`config.mk`:
```
export PLATFORM = sky130hd
export DESIGN_NAME = vsram_write_sequencer_flat
export DESIGN_NICKNAME = d
export VERILOG_FILES = /design/src/rtl/vsram_pkg.sv /design/src/rtl/vsram_write_sequencer_if.sv /design/src/rtl/sync_fifo.sv /design/src/rtl/vsram_write_sequencer.sv /design/src/flat_wrapper.sv
export SDC_FILE = /design/constraint.sdc
export NUM_CORES = 1
export LEC_CHECK = 0
export CAP_MARGIN = 20
export CORE_UTILIZATION = 28
export CTS_CLUSTER_SIZE = 30
export DETAILED_ROUTE_END_ITERATION = 10
export DONT_BUFFER_PORTS = 1
export GPL_ROUTABILITY_DRIVEN = 0
export GPL_TIMING_DRIVEN = 0
export PLACE_DENSITY = 0.41
export SKIP_CTS_REPAIR_TIMING = 1
export SYNTH_ARGS = -nofsm -noshare
export SYNTH_HDL_FRONTEND = slang
export SYNTH_SLANG_ARGS = --single-unit
```
`constraint.sdc`:
```
create_clock -name clock -period 5.01 [get_ports clock]
set_input_delay 1.002 -clock clock [delete_from_list [all_inputs] [get_ports clock]]
set_output_delay 1.002 -clock clock [all_outputs]
set_load 0.01 [all_outputs]
```
`src/rtl/vsram_pkg.sv`:
```
// Shared vSRAM definitions: widths, sequencer state encoding, the write
// command carried to the write stage, and the frame-size helper.
package vsram_pkg;

    localparam int VSRAM_DATA_W    = 48;
    localparam int VSRAM_ADDR_W    = 9;
    localparam int VSRAM_NUM_BANKS = 4;
    localparam int VSRAM_BANK_W    = $clog2(VSRAM_NUM_BANKS);

    typedef enum logic [1:0] {
        IDLE = 2'd0,
        RUN  = 2'd1,
        DONE = 2'd2
    } vsram_state_e;

    // One write command; also consumed by the downstream write stage.
    typedef struct packed {
        logic                    we;
        logic [VSRAM_BANK_W-1:0] bank;
        logic [VSRAM_ADDR_W-1:0] col;
        logic [VSRAM_DATA_W-1:0] data;
    } vsram_cmd_t;

    // Words in a frame: (lastCol + 1) columns times the number of banks.
    function automatic logic [VSRAM_ADDR_W+VSRAM_BANK_W:0] frameWords(
        input logic [VSRAM_ADDR_W-1:0] lastCol
    );
        logic [VSRAM_ADDR_W:0] cols;
        cols = {1'b0, lastCol} + (VSRAM_ADDR_W+1)'(1);
        return {cols, {VSRAM_BANK_W{1'b0}}};
    endfunction

endpackage

```
`src/rtl/vsram_write_sequencer_if.sv`:
```
// Bus bundle for the write sequencer: upstream word handshake, issue stall
// and the registered write command towards the vSRAM write stage.
interface vsram_write_sequencer_if #(
    parameter int DATA_W = vsram_pkg::VSRAM_DATA_W,
    parameter int ADDR_W = vsram_pkg::VSRAM_ADDR_W
) ();

    logic              in_valid;
    logic [DATA_W-1:0] in_data;
    logic              in_ready;
    logic              in_hold;
    logic              out_writeEnable;
    logic [1:0]        out_vsramNum;
    logic [ADDR_W-1:0] out_colNum;
    logic [DATA_W-1:0] out_dataWriteVal;

    // Upstream producer / environment side.
    modport master (
        output in_valid, in_data, in_hold,
        input  in_ready, out_writeEnable, out_vsramNum, out_colNum, out_dataWriteVal
    );

    // Sequencer side.
    modport slave (
        input  in_valid, in_data, in_hold,
        output in_ready, out_writeEnable, out_vsramNum, out_colNum, out_dataWriteVal
    );

endinterface

```
`src/rtl/sync_fifo.sv`:
```
// Small synchronous FIFO. Flags are registered; a pushed word becomes
// visible at the head one cycle after the push (no fall-through).
module sync_fifo #(
    parameter int DEPTH = 4,
    parameter int WIDTH = 48
) (
    input  logic             clock,
    input  logic             reset,
    input  logic             pushValid,
    input  logic [WIDTH-1:0] pushData,
    input  logic             popValid,
    output logic [WIDTH-1:0] popData,
    output logic             full,
    output logic             empty
);

    localparam int PTR_W = (DEPTH > 1) ? $clog2(DEPTH) : 1;
    localparam int CNT_W = PTR_W + 1;

    logic [WIDTH-1:0] mem_r [DEPTH];
    logic [PTR_W-1:0] wrPtr_r;
    logic [PTR_W-1:0] rdPtr_r;
    logic [CNT_W-1:0] count_r;
    logic [CNT_W-1:0] countNext_s;
    logic             full_r;
    logic             empty_r;
    logic             pushEn_s;
    logic             popEn_s;

    assign pushEn_s = pushValid && !full_r;
    assign popEn_s  = popValid && !empty_r;

    // Next occupancy; simultaneous push and pop leaves it unchanged.
    always_comb begin
        countNext_s = count_r;
        case ({pushEn_s, popEn_s})
            2'b10:   countNext_s = count_r + CNT_W'(1);
            2'b01:   countNext_s = count_r - CNT_W'(1);
            default: countNext_s = count_r;
        endcase
    end

    // Pointers, occupancy and registered full/empty flags.
    always_ff @(posedge clock) begin
        if (reset) begin
            wrPtr_r <= '0;
            rdPtr_r <= '0;
            count_r <= '0;
            full_r  <= 1'b0;
            empty_r <= 1'b1;
        end else begin
            if (pushEn_s) wrPtr_r <= wrPtr_r + PTR_W'(1);
            if (popEn_s)  rdPtr_r <= rdPtr_r + PTR_W'(1);
            count_r <= countNext_s;
            full_r  <= (countNext_s == CNT_W'(DEPTH));
            empty_r <= (countNext_s == CNT_W'(0));
        end
    end

    // Storage array; contents need no reset, the flags guard them.
    always_ff @(posedge clock) begin
        if (pushEn_s) mem_r[wrPtr_r] <= pushData;
    end

    assign popData = mem_r[rdPtr_r];
    assign full    = full_r;
    assign empty   = empty_r;

endmodule

```
`src/rtl/vsram_write_sequencer.sv`:
```
// Buffers upstream result words and issues one registered write command per
// cycle, spreading word k over bank k%4, column k/4. Pulses done once the
// frame's last write has reached the SRAM ports of the downstream stage.
module vsram_write_sequencer
    import vsram_pkg::*;
#(
    parameter int DATA_W     = VSRAM_DATA_W,
    parameter int ADDR_W     = VSRAM_ADDR_W,
    parameter int FIFO_DEPTH = 4
) (
    input  logic                   clock,
    input  logic                   reset,
    input  logic                   in_start,
    input  logic [ADDR_W-1:0]      in_lastCol,
    vsram_write_sequencer_if.slave bus,
    output logic                   busy,
    output logic                   done,
    output logic                   start_err
);

    localparam int ACC_W = ADDR_W + 3;
    localparam int ISS_W = ADDR_W + 2;

    vsram_state_e      state_r;
    vsram_state_e      stateNext_s;
    logic [ADDR_W-1:0] lastCol_r;
    logic [ACC_W-1:0]  acceptCnt_r;
    logic [ACC_W-1:0]  words_s;
    logic [ISS_W-1:0]  issueCnt_r;
    logic              fifoFull_s;
    logic              fifoEmpty_s;
    logic [DATA_W-1:0] fifoData_s;
    logic              startIdle_s;
    logic              inReady_s;
    logic              push_s;
    logic              issue_s;
    logic              lastIssue_s;
    vsram_cmd_t        cmd_r;
    vsram_cmd_t        cmdNext_s;
    logic              busy_r;
    logic              busyNext_s;
    logic              done_r;
    logic              doneNext_s;
    logic              startErr_r;
    logic              startErrNext_s;

    assign words_s     = frameWords(lastCol_r);
    assign startIdle_s = (state_r == IDLE) && in_start;
    assign inReady_s   = (state_r == RUN) && !fifoFull_s && (acceptCnt_r < words_s);
    assign push_s      = bus.in_valid && inReady_s;
    assign issue_s     = (state_r == RUN) && !fifoEmpty_s && !bus.in_hold;
    // The last word's issue index is {lastCol, 2'b11}: bank 3 of the last column.
    assign lastIssue_s = issue_s && (issueCnt_r == {lastCol_r, 2'b11});

    sync_fifo #(
        .DEPTH (FIFO_DEPTH),
        .WIDTH (DATA_W)
    ) u_fifo (
        .clock     (clock),
        .reset     (reset),
        .pushValid (push_s),
        .pushData  (bus.in_data),
        .popValid  (issue_s),
        .popData   (fifoData_s),
        .full      (fifoFull_s),
        .empty     (fifoEmpty_s)
    );

    // FSM state register.
    always_ff @(posedge clock) begin
        if (reset) state_r <= IDLE;
        else       state_r <= stateNext_s;
    end

    // FSM next-state: start only from IDLE, finish on the last issue.
    always_comb begin
        stateNext_s = state_r;
        case (state_r)
            IDLE: begin
                if (in_start) stateNext_s = RUN;
                else          stateNext_s = IDLE;
            end
            RUN: begin
                if (lastIssue_s) stateNext_s = DONE;
                else             stateNext_s = RUN;
            end
            DONE:    stateNext_s = IDLE;
            default: stateNext_s = IDLE;
        endcase
    end

    // Frame length latch plus accept/issue counters, cleared at frame start.
    always_ff @(posedge clock) begin
        if (reset) begin
            lastCol_r   <= '0;
            acceptCnt_r <= '0;
            issueCnt_r  <= '0;
        end else if (startIdle_s) begin
            lastCol_r   <= in_lastCol;
            acceptCnt_r <= '0;
            issueCnt_r  <= '0;
        end else begin
            if (push_s)  acceptCnt_r <= acceptCnt_r + ACC_W'(1);
            if (issue_s) issueCnt_r  <= issueCnt_r + ISS_W'(1);
        end
    end

    // FSM outputs: next write command and status pulses, zeroed when idle.
    always_comb begin
        cmdNext_s = '0;
        if (issue_s) begin
            cmdNext_s.we   = 1'b1;
            cmdNext_s.bank = issueCnt_r[1:0];
            cmdNext_s.col  = issueCnt_r[ISS_W-1:2];
            cmdNext_s.data = fifoData_s;
        end else begin
            cmdNext_s = '0;
        end
        busyNext_s     = (stateNext_s != IDLE);
        // done lands one cycle after the last command, matching the write
        // stage's own register in front of the SRAM enable.
        doneNext_s     = (state_r == DONE);
        startErrNext_s = in_start && (state_r != IDLE);
    end

    // Output register stage.
    always_ff @(posedge clock) begin
        if (reset) begin
            cmd_r      <= '0;
            busy_r     <= 1'b0;
            done_r     <= 1'b0;
            startErr_r <= 1'b0;
        end else begin
            cmd_r      <= cmdNext_s;
            busy_r     <= busyNext_s;
            done_r     <= doneNext_s;
            startErr_r <= startErrNext_s;
        end
    end

    assign bus.in_ready         = inReady_s;
    assign bus.out_writeEnable  = cmd_r.we;
    assign bus.out_vsramNum     = cmd_r.bank;
    assign bus.out_colNum       = cmd_r.col;
    assign bus.out_dataWriteVal = cmd_r.data;
    assign busy                 = busy_r;
    assign done                 = done_r;
    assign start_err            = startErr_r;

endmodule

```
`src/flat_wrapper.sv`:
```
// flat-port wrapper written by rule: the top's interface ports become plain ports
module vsram_write_sequencer_flat import vsram_pkg::*;
#(
    parameter int DATA_W     = VSRAM_DATA_W,
    parameter int ADDR_W     = VSRAM_ADDR_W,
    parameter int FIFO_DEPTH = 4
)
  (clock, reset, in_start, in_lastCol, busy, done, start_err, bus_in_valid, bus_in_data, bus_in_hold, bus_in_ready, bus_out_writeEnable, bus_out_vsramNum, bus_out_colNum, bus_out_dataWriteVal);
  vsram_write_sequencer_if #(.DATA_W(DATA_W), .ADDR_W(ADDR_W)) bus_i ();
  input  logic clock;
  input  logic reset;
  input  logic in_start;
  input  logic [ADDR_W-1:0] in_lastCol;
  output logic busy;
  output logic done;
  output logic start_err;
  input wire logic [$bits(bus_i.in_valid)-1:0] bus_in_valid;
  input wire logic [$bits(bus_i.in_data)-1:0] bus_in_data;
  input wire logic [$bits(bus_i.in_hold)-1:0] bus_in_hold;
  output wire logic [$bits(bus_i.in_ready)-1:0] bus_in_ready;
  output wire logic [$bits(bus_i.out_writeEnable)-1:0] bus_out_writeEnable;
  output wire logic [$bits(bus_i.out_vsramNum)-1:0] bus_out_vsramNum;
  output wire logic [$bits(bus_i.out_colNum)-1:0] bus_out_colNum;
  output wire logic [$bits(bus_i.out_dataWriteVal)-1:0] bus_out_dataWriteVal;
  assign bus_i.in_valid = bus_in_valid;
  assign bus_i.in_data = bus_in_data;
  assign bus_i.in_hold = bus_in_hold;
  assign bus_in_ready = bus_i.in_ready;
  assign bus_out_writeEnable = bus_i.out_writeEnable;
  assign bus_out_vsramNum = bus_i.out_vsramNum;
  assign bus_out_colNum = bus_i.out_colNum;
  assign bus_out_dataWriteVal = bus_i.out_dataWriteVal;
  vsram_write_sequencer #(.DATA_W(DATA_W), .ADDR_W(ADDR_W), .FIFO_DEPTH(FIFO_DEPTH)) u_core (.clock(clock), .reset(reset), .in_start(in_start), .in_lastCol(in_lastCol), .bus(bus_i), .busy(busy), .done(done), .start_err(start_err));
endmodule
```
# After elaboration in Yosys (flattened, before gate mapping)
# Memories as Yosys holds them, arrays and structs flattened. A register that Yosys moved wholly into a read port is not among the register bits.
# Cells that the tools add are included.
# classes
add_sub_neg,7
n_lt_le_gt_ge,1
n_eq_ne,6
mux,9
n_bitwise,1
n_reduce_logical,19
# ops
op,n
two-way mux 60 bit,1
"adder 12 x 1 -> 12 bit, second input constant",1
less-than comparator 12 bit,1
"adder 11 x 1 -> 11 bit, second input constant",1
== test 11 bit,1
"adder 9 x 1 -> 10 bit, second input constant",1
logical AND 1 bit,10
two-way mux 2 bit,3
one-hot mux 3 bit (2 select lines),1
"adder 2 x 1 -> 2 bit, second input constant",2
"== test 2 x 1 -> 1 bit, second input constant",2
"== test 2 bit, second input constant",2
one-hot mux 2 bit (2 select lines),1
nonzero test 2 bit,2
OR reduction 2 bit,2
"adder 3 x 1 -> 3 bit, second input constant",1
"== test 3 bit, second input constant",1
logical NOT 1 bit,3
logical NOT 3 bit,1
two-way mux 1 bit,3
"subtractor 3 x 1 -> 3 bit, second input constant",1
logical NOT 2 bit,1
NOT 1 bit,1
# word_totals
register_bits,106
ramBits,192
input_bits,62
output_inout_bits,64
word_cells,60
memories,1
# mem_list
memory,words,width,rd,rd_clocked_by_memory_dff,wr,line_no,source
u_core.u_fifo.mem_r,4,48,1,1,1,sync_fifo.sv:20,logic [WIDTH-1:0] mem_r [DEPTH];

# Depth between registers and ports, before layout
# Gate-level depths: netlist of run 1.
# logic_depth
depth_word,8
depth_mapped,19
mapped_depth_nobuf,18

# By module
# Synthesis of run 1 repeated with hierarchy kept, for this count alone.
# hier_totals
cells_unflattened,665
area_unflattened_um2,11034.3
# by_module_without_submodules
module,instances,cells_each,area_each_um2,seq_area_each_um2
sync_fifo,1,308,7452.1,5985.7
vsram_write_sequencer,1,357,3582.2,1941.9

# Worst setup path after synthesis of run 1
# OpenSTA, ideal clock, no wires.
# synth_timing
path_type,flip-flop to flip-flop
start,register u_core.lastCol_r[0]
end,memory u_core.u_fifo.mem_r[0][0] (enable)
setup_ns,0.410
arrival_time_ns,3.208
required_ns,4.600
setup_slack_ns,1.391
path_stages_with_launch,11
path_buffers,0
synth_period_minus_slack_ns,3.619
path_cell_list,dfxtp_1 > ha_1 > nand3_1 > nor2_1 > nand3_1 > xor2_1 > ha_1 > and4_1 > o211ai_2 > o2111a_4 > and2_1
# synth_between
elab_chain_cells,7
# synth_lines
item,line_no,source
"start, declared",vsram_write_sequencer.sv:26,logic [ADDR_W-1:0] lastCol_r;
"start signal, assigned",vsram_write_sequencer.sv:99,lastCol_r <= in_lastCol;
adder 9 x 1 -> 10 bit,vsram_pkg.sv:29,"cols = {1'b0, lastCol} + (VSRAM_ADDR_W+1)'(1);"
less-than comparator 12 bit,vsram_write_sequencer.sv:49,assign inReady_s = (state_r == RUN) && !fifoFull_s && (acceptCnt_r < words_s);
logical AND 1 bit,vsram_write_sequencer.sv:49,
logical AND 1 bit,vsram_write_sequencer.sv:50,assign push_s = bus.in_valid && inReady_s;
logical AND 1 bit,sync_fifo.sv:30,assign pushEn_s = pushValid && !full_r;
two-way mux 1 bit,sync_fifo.sv:62,if (pushEn_s) mem_r[wrPtr_r] <= pushData;
two-way mux 1 bit (not written as such),sync_fifo.sv:62,
"end, declared",sync_fifo.sv:20,
# No other way between the ends.

# Worst setup path after layout of run 1
# layout_timing
start,register u_core.lastCol_r[0]
end,output port bus_in_ready
# layout_between
elab_chain_cells,3
# layout_lines
item,line_no,source
adder 9 x 1 -> 10 bit,vsram_pkg.sv:29,
less-than comparator 12 bit,vsram_write_sequencer.sv:49,
logical AND 1 bit,vsram_write_sequencer.sv:49,
"end, declared",flat_wrapper.sv:20,output wire logic [$bits(bus_i.in_ready)-1:0] bus_in_ready;
# No other way between the ends.

==> results.md, run 1 <==
* Clock Latency Late Sink at 0.53 ns
* Pwr dens at 420 nW/um^2
* Worst Setup SP: u_core.lastCol_r[0]
* Share of synthesized flip-flops with an asynchronous set or reset at 0%
* Synth area leaders: edfxtp_1 52%, dfxtp_1 20%, mux4_2 9.8%, and3_1 3.3%, ha_1 1.9%
* Core Region at 38700 sq um
* YS warnings at 0
* Leakage power at 4.35 nW
* Worst-Margin Slew at 0.949 ns
* CTS buffer count at 36
* Remaining global-route overflow at 0
* DR iter-0 viols at 220
* CP required at 4.01 ns
* Main synth FF type: edfxtp_1
* R2r setup slk at 0.82 ns
* Slowest CP cell: a211oi_1
* EDFF count, synth at 192
* HP Start: u_core.acceptCnt_r[1]
* Average wire per cell in the routed design at 19.8 um
* Layout fillers at 3794
* Vias at 5813
* Mean Syn Cell Area at 16.4 sq um
* DRC at 0
* Std-Cell Rows at 72
* Yosys cell types at 44
* Vias per cell at 4.62
* Multi-input logic area at 2910 sq um
* Share of the synthesized area in the top cell type at 52.4%
* Hold Path Depth at 2
* Post-route clock period utilization at 84.3%
* Setup Viol. Count Final at 0
* Crit path DAT at 3.22 ns
* Nets at 794
* I/O pins at 126
* Post-Route WL at 24900 um
* Post-Layout Cell Count at 1258
* Clock-pin slew on the worst setup and hold paths at 0.05 ns
* Port bufs at 0
* Placed insts at 1194
* N_diodes at 0
* Fin. max-slew vios at 0
* Post-Synthesis Cell Area at 11000 sq um
* Bufs on Longest Clock Path at 3
* Post-DP HPWL at 15600 um
* Antenna-violating nets left at 0
* Initial antenna violation count at 0
* Layout area overhead at 18.0%
* Worst-path cell chain: ha_1, nand3_1, nor2_1, nand3_1, xor2_1, ha_1, and4_1, o211a_1, a211oi_1
* Synth top cells by count: 192 x edfxtp_1, 108 x dfxtp_1, 58 x and3_1, 48 x mux4_2, 41 x nand2_1
* Cells after Synth at 672
* Critical path endpoint category: output port
* VDD IR-drop max at 0.000238 V
* Starting Density at 28.4%
* Final Hold Viols at 0
* Most common cell in the synthesized netlist: edfxtp_1
* Vias in the first global route at 6399
* First-pass GRT wire length at 37800 um
* Endpoint of the worst register-to-register path: u_core.u_fifo.empty
* Post-placement setup slack at 0.831 ns
* Setup Skew at 0.0116 ns
* Status: finished clean
* Final worst setup slack at 0.785 ns
* Hold crit path type: register to register
* Synthesized Nets at 752
* Area leader, netlist: edfxtp_1
* Max_cap viols at 0
* CTS Root Cell: clkbuf_16
* TritonCTS clock tree: built
* Layout cells sized above 1 at 16.4%
* Die area at 40100 sq um
* Worst R2R Start: u_core.lastCol_r[0]
* Relative slew slack at 36.7%
* Hold endpoint: u_core.acceptCnt_r[1]
* #FFs+latches synth at 300
* RSZ-0062 raised after global routing: false
* CTS H-Tree Depth at 2
* CTS Sinks at 300
* Crit path time final at 4.22 ns
* FF-to-FF path depth at 19
* Seq/Total Area, Yosys at 72.1%
* Die X at 200 um
* Critical path's largest stage delay at 0.61 ns
* Type of origin of the critical path: register
* GRT Total Usage at 12.6%
* Largest net degree at the start of global routing at 43
* FF+latch area at 7930 sq um
* Crit Path Class: register to output port
* Max FO, Critical Path at 6
* DIE HEIGHT at 200 um
* FMAX at 237 MHz
* Pre-antenna DRT Iters at 4
through the flow:
| step | total power, mW | setup TNS, ns | area (sq um) | hold WS (ns) | util (%) |
|---|---|---|---|---|---|
| 2_1_floorplan | 2.83 | 0 | 11000 | 0.448 | - |
| 3_3_place_gp | 2.87 | -29.31 | 11600 | 0.460 | 30.1 |
| 3_5_place_dp | 2.88 | 0 | 11800 | 0.475 | 30.4 |
| 4_1_cts | 5.55 | 0 | 13000 | 0.483 | 33.5 |
| 5_1_grt | 5.65 | 0 | 13000 | 0.521 | 33.5 |
| 6_report | 5.45 | 0 | 13000 | 0.480 | 33.5 |
power by group:
part           total [mW]  switching (mW)  internal [mW]
Combinational       0.140          0.0838         0.0565
Sequential           2.68          0.0182           2.67
Clock                2.63           0.990           1.64
Total                5.45            1.09           4.36
metal layers:
layer | GRT usage (%) | up-vias | part of all wire (%)
met5 | 0 | - | 0
met4 | 5.52 | 0 | 2.9
met3 | 4.04 | 47 | 6.7
met2 | 21.3 | 160 | 49
met1 | 14.5 | 2966 | 41
li1 | - | 2640 | -
cell type report:
type	count	area share (%)
Sequential cell	300	61.1
Tap cell	518	5.00
Buffer	30	0.897
Clock inverter	13	1.37
Inverter	14	0.424
Clock buffer	51	7.93
Multi-Input combinational cell	328	22.4
Timing Repair Buffer	4	0.849
cell families after synthesis:
logic type      count (synthesis)  share of synthesized area [%]
mux                            49                           9.92
flops                         300                           72.1
buf+inv                        44                           1.56
compound gates                 55                           3.22
xor+xnor                       30                           2.39
simple gates                  176                           8.71
fa+ha+maj                      18                           2.12
worst max-delay path, delay by kind of cell (launching register included):
| kind | cells | cell delay, ns |
|---|---|---|
| AOI/OAI and AO/OA | 2 | 0.79 |
| xor gates and xnor gates | 1 | 0.17 |
| DFF | 1 | 0.44 |
| adders and majority gates | 2 | 0.54 |
| and+or+nand+nor | 4 | 0.76 |
cell usage in the layout, fill, tap and decap left out, types with 2 or more instances in the layout:
cell type  count
dfxtp_1      108
nor3b_1        3
buf_2          3
or3_1          8
o21ai_0        9
nand3_1       10
clkbuf_1      34
and4_1         5
and2_4         4
xnor2_1       21
buf_16         4
inv_1         13
clkinv_1       3
ha_1          17
nand4_1        8
mux4_2        48
nor3_1         4
nor2_1        27
inv_6          2
nand2_1       41
xor2_1         9
or4_1          2
clkbuf_16     37
buf_1          2
bufinv_16      4
and2_1         2
a21oi_1       30
and3_1        58
o211a_1        2
clkinv_2       2
edfxtp_1     192
clkbuf_8       5
o21a_1         2
how the worst max path moves through the flow:
| stage | cells after the start | endpoint | slack [ns] |
|---|---|---|---|
| final | 9 | bus_in_ready | 0.79 |
| after global routing | 9 | bus_in_ready | 0.48 |
| after CTS | 9 | bus_in_ready | 0.65 |
| after detailed placement | 19 | u_core.u_fifo.empty | 0.83 |
| after global placement | 10 | u_core.u_fifo.mem_r[3][29] | -0.16 |
| after floorplan | 10 | u_core.u_fifo.mem_r[0][0] | 1.39 |
sequential cells by signal, indices dropped and copies added (netlist names), named ones only:
register / flops
u_core.acceptCnt_r: 12
u_core.bus.out_colNum: 9
u_core.bus.out_dataWriteVal: 48
u_core.bus.out_vsramNum: 2
u_core.bus.out_writeEnable: 1
u_core.busy: 1
u_core.done: 1
u_core.issueCnt_r: 11
u_core.lastCol_r: 9
u_core.start_err: 1
u_core.state_r: 2
u_core.u_fifo.count_r: 3
u_core.u_fifo.empty: 1
u_core.u_fifo.full: 1
u_core.u_fifo.mem_r: 192
u_core.u_fifo.rdPtr_r: 2
u_core.u_fifo.wrPtr_r: 2
Note: power is estimated with default switching activity, not from simulation.
==> inputs of run 2 (changes only) <==
==> constraint.sdc (replaced) <==
create_clock -name clock -period 4.4 [get_ports clock]
set_input_delay 0.88 -clock clock [delete_from_list [all_inputs] [get_ports clock]]
set_output_delay 0.88 -clock clock [all_outputs]
set_load 0.01 [all_outputs]
==> run 2 against run 1 <==
Compared with the run above: die area is the same; critical endpoint unchanged; via count shrank 0.81%; critical path depth is the same; first-iteration DRC count increased by 3.6%; clock skew up 0.0012 ns; count of clock-buffer cells in the layout stayed put; core utilization is essentially flat; final cell count about the same; clock power up 14%.
==> results.md, run 2 (synthesis gave the netlist of run 1 again) <==
* Post-placement setup slack at 0.221 ns (-0.610 ns)
* Post-Layout Cell Count at 1257 (-0.079%)
* CTS Sinks at 300 (unchanged)
* Post-DP HPWL at 15600 um (unchanged)
* Crit path time final at 3.89 ns
* Worst-Margin Slew at 0.955 ns (+0.00587 ns)
* RSZ-0062 raised after global routing: false
* Vias per cell at 4.59 (-0.73%)
* Vias in the first global route at 6399 (unchanged)
* Setup Skew at 0.0128 ns (+0.00120 ns)
* Post-Route WL at 24800 um (-0.29%)
* Max_cap viols at 0 (unchanged)
* CP required at 3.52 ns (-0.49 ns)
* VDD IR-drop max at 0.000271 V (+14%)
* CTS Root Cell: clkbuf_16
* TritonCTS clock tree: built
* Vias at 5766 (-0.81%)
* First-pass GRT wire length at 37800 um (unchanged)
* Clock Latency Late Sink at 0.53 ns (about the same)
* Crit path DAT at 3.01 ns (-0.21 ns)
* Post-route cell area at 13000 sq um (about the same)
* Largest net degree at the start of global routing at 43 (unchanged)
* Crit Path Class: register to output port
* Average wire per cell in the routed design at 19.7 um (-0.21%)
* Port bufs at 0 (unchanged)
* Status: finished clean
* Pwr dens at 478 nW/um^2 (+14%)
* Relative slew slack at 36.3% (-0.39 points)
* Std-Cell Rows at 72 (unchanged)
* CTS H-Tree Depth at 2 (unchanged)
* Pre-antenna DRT Iters at 4 (unchanged)
* Remaining global-route overflow at 0 (unchanged)
* Power Total at 6.21 mW (+14%)
* Nets at 793 (-0.13%)
* Worst hold slack at 0.425 ns (-0.0550 ns)
* GRT Total Usage at 12.6% (unchanged)
* Antenna-violating nets left at 0 (unchanged)
* Starting Density at 28.4% (unchanged)
* Setup Viol. Count Final at 0 (unchanged)
* Critical path endpoint category: output port
* DR iter-0 viols at 228 (+3.6%)
* FMAX at 257 MHz
* Placed insts at 1194 (unchanged)
* Max FO, Critical Path at 6 (unchanged)
* Clock-pin slew on the worst setup and hold paths at 0.05 ns (about the same)
* Layout cells sized above 1 at 16.5% (+0.16 points)
* DIE HEIGHT at 200 um (unchanged)
* Area after DPL at 11800 sq um (unchanged)
* Hold crit path type: input port to register
* Largest reg by FF count: u_core.u_fifo.mem_r
* Type of origin of the critical path: register
* Bufs on Longest Clock Path at 3 (unchanged)
* Fin. max-slew vios at 0 (unchanged)
* Initial antenna violation count at 0 (unchanged)
* Core Region at 38700 sq um (unchanged)
* Final worst setup slack at 0.513 ns (-0.272 ns)
* CTS buffer count at 36 (unchanged)
* Final Hold Viols at 0 (unchanged)
* Die X at 200 um (unchanged)
* Most frequent cells in the layout: 192 x edfxtp_1, 108 x dfxtp_1, 58 x and3_1
* Most common cell after layout, fill and taps aside: edfxtp_1
* I/O pins at 126 (unchanged)
* DRC at 0 (unchanged)
* Post-route clock period utilization at 88.3%
* Die area at 40100 sq um (unchanged)
* Layout fillers at 3796 (+0.053%)
* Layout area overhead at 18.0% (about the same)
* Leakage power at 4.35 nW (about the same)
* Largest register FFs at 192 (unchanged)
* N_diodes at 0 (unchanged)
[run 2: cell count changes in the layout (fill, tap and decap cells not counted)]
cell      previous run  this run
a211oi_1             1         0
clkbuf_1            34        33
a211oi_2             1         2
[run 2: power by group]
| group | internal [mW] | total, mW | switching [mW] |
|---|---|---|---|
| Combinational | 0.0644 | 0.159 | 0.0950 |
| Sequential | 3.03 | 3.06 | 0.0208 |
| Clock | 1.87 | 2.99 | 1.13 |
[run 2: cell type report]
| cell class | count | area (sq um) | share of cell area [%] |
|---|---|---|---|
| Clock inverter | 13 | 178 | 1.37 |
| Tap cell | 518 | 648 | 5.00 |
| Timing Repair Buffer | 4 | 110 | 0.849 |
| Clock buffer | 51 | 1030 | 7.93 |
| Inverter | 14 | 55.1 | 0.424 |
| Multi-Input combinational cell | 328 | 2910 | 22.5 |
| Sequential cell | 300 | 7930 | 61.1 |
| Buffer | 29 | 113 | 0.868 |
[run 2: final timing paths]
check / startpoint / end / slack (ns) / cells after the start
worst max register to register: u_core.lastCol_r[0] / u_core.u_fifo.empty / 0.56 / 18
worst min-delay path: reset / u_core.start_err / 0.43 / 1
worst min register to register: u_core.acceptCnt_r[1] / u_core.acceptCnt_r[1] / 0.48 / 2
worst max-delay path: u_core.lastCol_r[0] / bus_in_ready / 0.51 / 9
[run 2: through the flow]
stage          TNS, ns  utilization (%)
2_1_floorplan        0                -
3_3_place_gp   -146.43             30.1
3_5_place_dp         0             30.4
4_1_cts              0             33.5
5_1_grt              0             33.5
6_report             0             33.5
[run 2: critical path, stage by stage, from the launching register on]
cell      delay, ns
dfxtp_1        0.44
ha_1           0.22
nand3_1        0.12
nor2_1         0.23
nand3_1        0.12
xor2_1         0.17
ha_1           0.32
and4_1         0.30
o211a_1        0.18
a211oi_2       0.38
[run 2: per-layer routing]
layer	global-route usage, %	share of wire, %
met1	14.5	40
met2	21.3	49
met3	4.04	7.4
met4	5.52	2.9
met5	0	0
==> inputs of run 3 (changes only) <==
--- a/config.mk
+++ b/config.mk
@@ -13,6 +13,7 @@
 export GPL_ROUTABILITY_DRIVEN = 0
 export GPL_TIMING_DRIVEN = 0
 export PLACE_DENSITY = 0.41
+export SETUP_SLACK_MARGIN = 0.4
 export SKIP_CTS_REPAIR_TIMING = 1
 export SYNTH_ARGS = -nofsm -noshare
 export SYNTH_HDL_FRONTEND = slang
==> run 3 against run 2 <==
Compared with the run above: non-clock buffer count grew 2; cell area grew 0.18%; wire length grew 0.40%; core utilization grew 0.061 points; die area is the same; critical endpoint unchanged; largest cell class unchanged; largest power group unchanged; highest routed layer unchanged.
==> results.md, run 3 (synthesis gave the netlist of run 1 again) <==
* CTS H-Tree Depth at 2 (unchanged)
* Fin util at 33.6% (+0.061 points)
* Vias at 5797 (+0.54%)
* Layout cells sized above 1 at 17.4% (+0.90 points)
* Worst-Margin Slew at 0.955 ns (+0.000130 ns)
* Largest net degree at the start of global routing at 43 (unchanged)
* Crit path time final at 3.78 ns (-0.109 ns)
* Crit path DAT at 2.90 ns (-0.11 ns)
* GRT Total Usage at 12.6% (unchanged)
* Power Total at 6.21 mW (about the same)
* Average wire per cell in the routed design at 19.8 um (+0.24%)
* Die X at 200 um (unchanged)
* Most frequent cells in the layout: 192 x edfxtp_1, 106 x dfxtp_1, 58 x and3_1
* Setup Skew at 0.0124 ns (-0.000417 ns)
* Slowest CP cell: a211oi_2
* Worst hold slack at 0.426 ns (+0.000767 ns)
* Port bufs at 0 (unchanged)
* Crit Path Class: register to output port
* Relative slew slack at 36.3% (about the same)
* Area after DPL at 11800 sq um (unchanged)
* Pwr dens at 478 nW/um^2 (-0.16%)
* Post-DP HPWL at 15600 um (unchanged)
* Post-route clock period utilization at 85.9% (-2.5 points)
* Antenna-violating nets left at 0 (unchanged)
* DIE HEIGHT at 200 um (unchanged)
* Critical path's largest stage delay at 0.47 ns (+0.03 ns)
* Layout area overhead at 18.2%
* Post-route setup TNS at 0 ns (unchanged)
* Hold crit path type: input port to register
* Clock Latency Late Sink at 0.53 ns (about the same)
* Vias per cell at 4.60 (+0.38%)
* Bufs on Longest Clock Path at 3 (unchanged)
* CTS Sinks at 300 (unchanged)
* CP required at 3.52 ns (about the same)
* N_diodes at 0 (unchanged)
* DR iter-0 viols at 197 (-14%)
* Final Hold Viols at 0 (unchanged)
* Die area at 40100 sq um (unchanged)
* TritonCTS clock tree: built
* Gate power share at 2.6% (about the same)
* First-pass GRT wire length at 37800 um (unchanged)
* Nets at 795 (+0.25%)
* Max_cap viols at 0 (unchanged)
* Clock share of power at 48.2% (about the same)
* Remaining global-route overflow at 0 (unchanged)
* CTS Root Cell: clkbuf_16
* Leakage power at 4.36 nW (+0.38%)
* Worst-path cell chain: and3_1, nand3_1, nor2_1, nand3_1, ha_1, a211oi_2, o211ai_1, a211oi_2
* Switching share of power at 20.0% (-0.024 points)
* Post-route cell area at 13000 sq um (+0.18%)
* I/O pins at 126 (unchanged)
* CTS buffer count at 36 (unchanged)
* Crit path max-delay family: compound AO/OA/AOI/OAI gates
* Pre-antenna DRT Iters at 5 (+1)
* VDD IR-drop max at 0.000271 V (about the same)
* Largest register FFs at 192 (unchanged)
* Fin. max-slew vios at 0 (unchanged)
* Psw at 1.24 mW (about the same)
* Reg power frac at 49.2% (about the same)
* Std-Cell Rows at 72 (unchanged)
* Initial antenna violation count at 0 (unchanged)
* Status: finished clean
* Max FO, Critical Path at 5 (-1)
* Post-Route WL at 24900 um (+0.40%)
* FMAX at 265 MHz (+2.9%)
* Critical path endpoint category: output port
* Layout fillers at 3798 (+0.053%)
* Int Power at 4.97 mW (about the same)
* Type of origin of the critical path: register
* Core Region at 38700 sq um (unchanged)
* Clock-pin slew on the worst setup and hold paths at 0.05 ns (about the same)
* Vias in the first global route at 6399 (unchanged)
* Most common cell after layout, fill and taps aside: edfxtp_1
* DRC at 0 (unchanged)
* Setup Viol. Count Final at 0 (unchanged)
* RSZ-0062 raised after global routing: false
* Starting Density at 28.4% (unchanged)
* Largest reg by FF count: u_core.u_fifo.mem_r
* CP bufs+invs at 0 (unchanged)
-- run 3: cell types whose count changed in the layout (fill, tap and decap cells not counted), sizes merged --
cell    before  now
clkbuf      75   76
buf          9   10
-- run 3: worst register-to-register path, cell delays in order, from the launching register on --
cell,delay (ns)
dfxtp_2,0.39
ha_1,0.20
nand3_1,0.13
nor2_2,0.18
nand3_1,0.10
xor2_1,0.17
ha_1,0.34
and4_4,0.29
o211ai_2,0.09
o2111a_4,0.17
inv_4,0.08
clkbuf_4,0.20
ha_1,0.20
inv_1,0.06
fa_1,0.39
xor2_1,0.18
nor2_1,0.07
xnor2_1,0.14
nor2_1,0.12
a21oi_1,0.06
-- run 3: worst paths after layout --
check	from	to	slack, ns	cells after the start
max	u_core.lastCol_r[4]	bus_in_ready	0.62	8
max reg2reg	u_core.lastCol_r[0]	u_core.u_fifo.empty	0.70	19
min	reset	u_core.start_err	0.43	1
min reg2reg	u_core.acceptCnt_r[1]	u_core.acceptCnt_r[1]	0.48	2
-- run 3: per-layer routing --
metal / GRT usage, % / routed length (um)
met2: 21.3 / 12400
met1: 14.5 / 10200
met4: 5.52 / 684
met3: 4.04 / 1700
met5: 0 / 0
-- run 3: layout make-up --
type                    instances  area [sq um]  share of cell area, %
multi-input cells             328          2920                   22.5
clock buffers                  51          1030                   7.91
plain buffers                  30           121                  0.934
repair buffers                  5           118                  0.905
flip-flops and latches        300          7930                   61.0
clock inverters                13           178                   1.37
inverters                      14          55.1                  0.424
well taps                     518           648                   4.99
-- run 3: through the flow --
stage	instances	setup WS, ns
after CTS	1258	0.158
after floorplan	672	0.781
after detailed placement	1194	0.221
after global routing	1259	0.407
after global placement	1190	-0.774
final	1259	0.622
-- run 3: power by group through the flow --
stage	logic (mW)	registers [mW]	clock network [mW]
floorplan	0.113	3.11	0
global placement	0.155	3.12	0
detailed placement	0.164	3.11	0
CTS	0.165	3.06	3.09
global route	0.181	3.06	3.19
finish	0.163	3.06	2.99
==> variant, RTL diff (flow settings as in run 3) <==
`VSRAM_DATA_W`: 48 -> 96.
--- a/src/rtl/vsram_pkg.sv
+++ b/src/rtl/vsram_pkg.sv
@@ -2,7 +2,7 @@
 // command carried to the write stage, and the frame-size helper.
 package vsram_pkg;
 
-    localparam int VSRAM_DATA_W    = 48;
+    localparam int VSRAM_DATA_W    = 96;
     localparam int VSRAM_ADDR_W    = 9;
     localparam int VSRAM_NUM_BANKS = 4;
     localparam int VSRAM_BANK_W    = $clog2(VSRAM_NUM_BANKS);
Interface: changed (resized bus_in_data and bus_out_dataWriteVal); port bits go from 126 to 222. No check against the original RTL was run, so the function may have changed too.
==> variant against run 3 <==
- global-route usage rose by 0.48 points
- final area rose by 75%
- total power rose by 76%
- largest power group unchanged
- worst setup slack got worse by 0.010 ns
- synthesized area rose by 74%
- synthesized cell count rose by 51%
- sequential power rose by 82%
- maximum frequency fell by 0.26%
- wire length rose by 87%
- sequential cell count rose by 240
- cell count rose by 60%
- count of clock-buffer cells in the layout rose by 35
==> variant: results (changes against run 3) <==
| Metric | Value |
|---|---|
| DRT iter0 DRCs | 565 (was 197) |
| Post-Synth Adder-Cell Area | 1.21% (was 2.12%) |
| Internal reg-to-reg setup slack | 0.61 ns (was 0.70 ns) |
| Sequential area share after synthesis | 76.4% (was 72.1%) |
| Critical R2R Launch | u_core.lastCol_r[3]$_SDFFE_PP0P_ (was u_core.lastCol_r[0]$_SDFFE_PP0P_) |
| WHS Path Cells | 0 (was 1) |
| CP delay by family, top | simple AND/OR/NAND/NOR gates (was compound AO/OA/AOI/OAI gates) |
| Worst-path fanout max | 46 (was 5) |
| XOR/XNOR share of the synthesized area | 1.51% (was 2.39%) |
| Status | completed (unchanged) |
| Max reg flops | 384 (was 192) |
| Num CTS Buffers | 60 (was 36) |
| Placed cell area | 20500 um2 (was 11800 um2) |
| Seq. pwr | 5.56 mW (was 3.06 mW) |
| Vias in the first global route | 9945 (was 6399) |
| CLK BUF | 86 (was 51) |
| VDD IR-drop max | 316 uV (was 271 uV) |
| Post-Place Cells | 1894 (was 1194) |
| Nets@finish | 1221 (was 795) |
| P per Cell Area | 482 nW/um2 (was 478 nW/um2) |
| DRT met1 WL | 20500 um (was 10200 um) |
| Pre-CTS WS | -0.151 ns (was 0.221 ns) |
| CTS Sinks | 540 (was 300) |
| Hold path startpoint | bus_in_data[38] (was reset) |
| Die area | 69600 um2 (was 40100 um2) |
| Capturing point of the worst reg2reg path | u_core.u_fifo.mem_r[1][44]$_DFFE_PP_ (was u_core.u_fifo.empty$_SDFF_PP1_) |
| Hpwl dp | 27900 um (was 15600 um) |
| Non-filler instance count after layout | 2020 (was 1259) |
| Post-synthesis mux area share | 12.0% (was 9.92%) |
| Switch share | 20.4% (was 20.0%) |
## variant: cell count changes after synthesis, sizes merged, moves of 10 or more
cell and change:
xnor2 -10, nand2 -28, clkbuf +21, xor2 +13, and3 +55, edfxtp +192
mux2i +13, mux4 +48, dfxtp +48, a21oi -18
## variant: worst max-delay path by stage
| stage | to | slack [ns] |
|---|---|---|
| after CTS | u_core.u_fifo.mem_r[0][30]$_DFFE_PP_ | 0.26 |
| after global routing | u_core.u_fifo.mem_r[1][29]$_DFFE_PP_ | 0.41 |
| final | u_core.u_fifo.mem_r[1][44]$_DFFE_PP_ | 0.61 |
| after detailed placement | u_core.u_fifo.empty$_SDFF_PP1_ | -0.15 |
| after floorplan | u_core.u_fifo.mem_r[0][0]$_DFFE_PP_ | 0.48 |
| after global placement | u_core.u_fifo.mem_r[3][43]$_DFFE_PP_ | -1.31 |
## variant: metal layers
metal / track usage, % / up-vias
li1: - / 4143
met1: 16.9 / 4761
met2: 21.4 / 212
met3: 3.53 / 58
met4: 3.72 / 0
met5: 0 / -
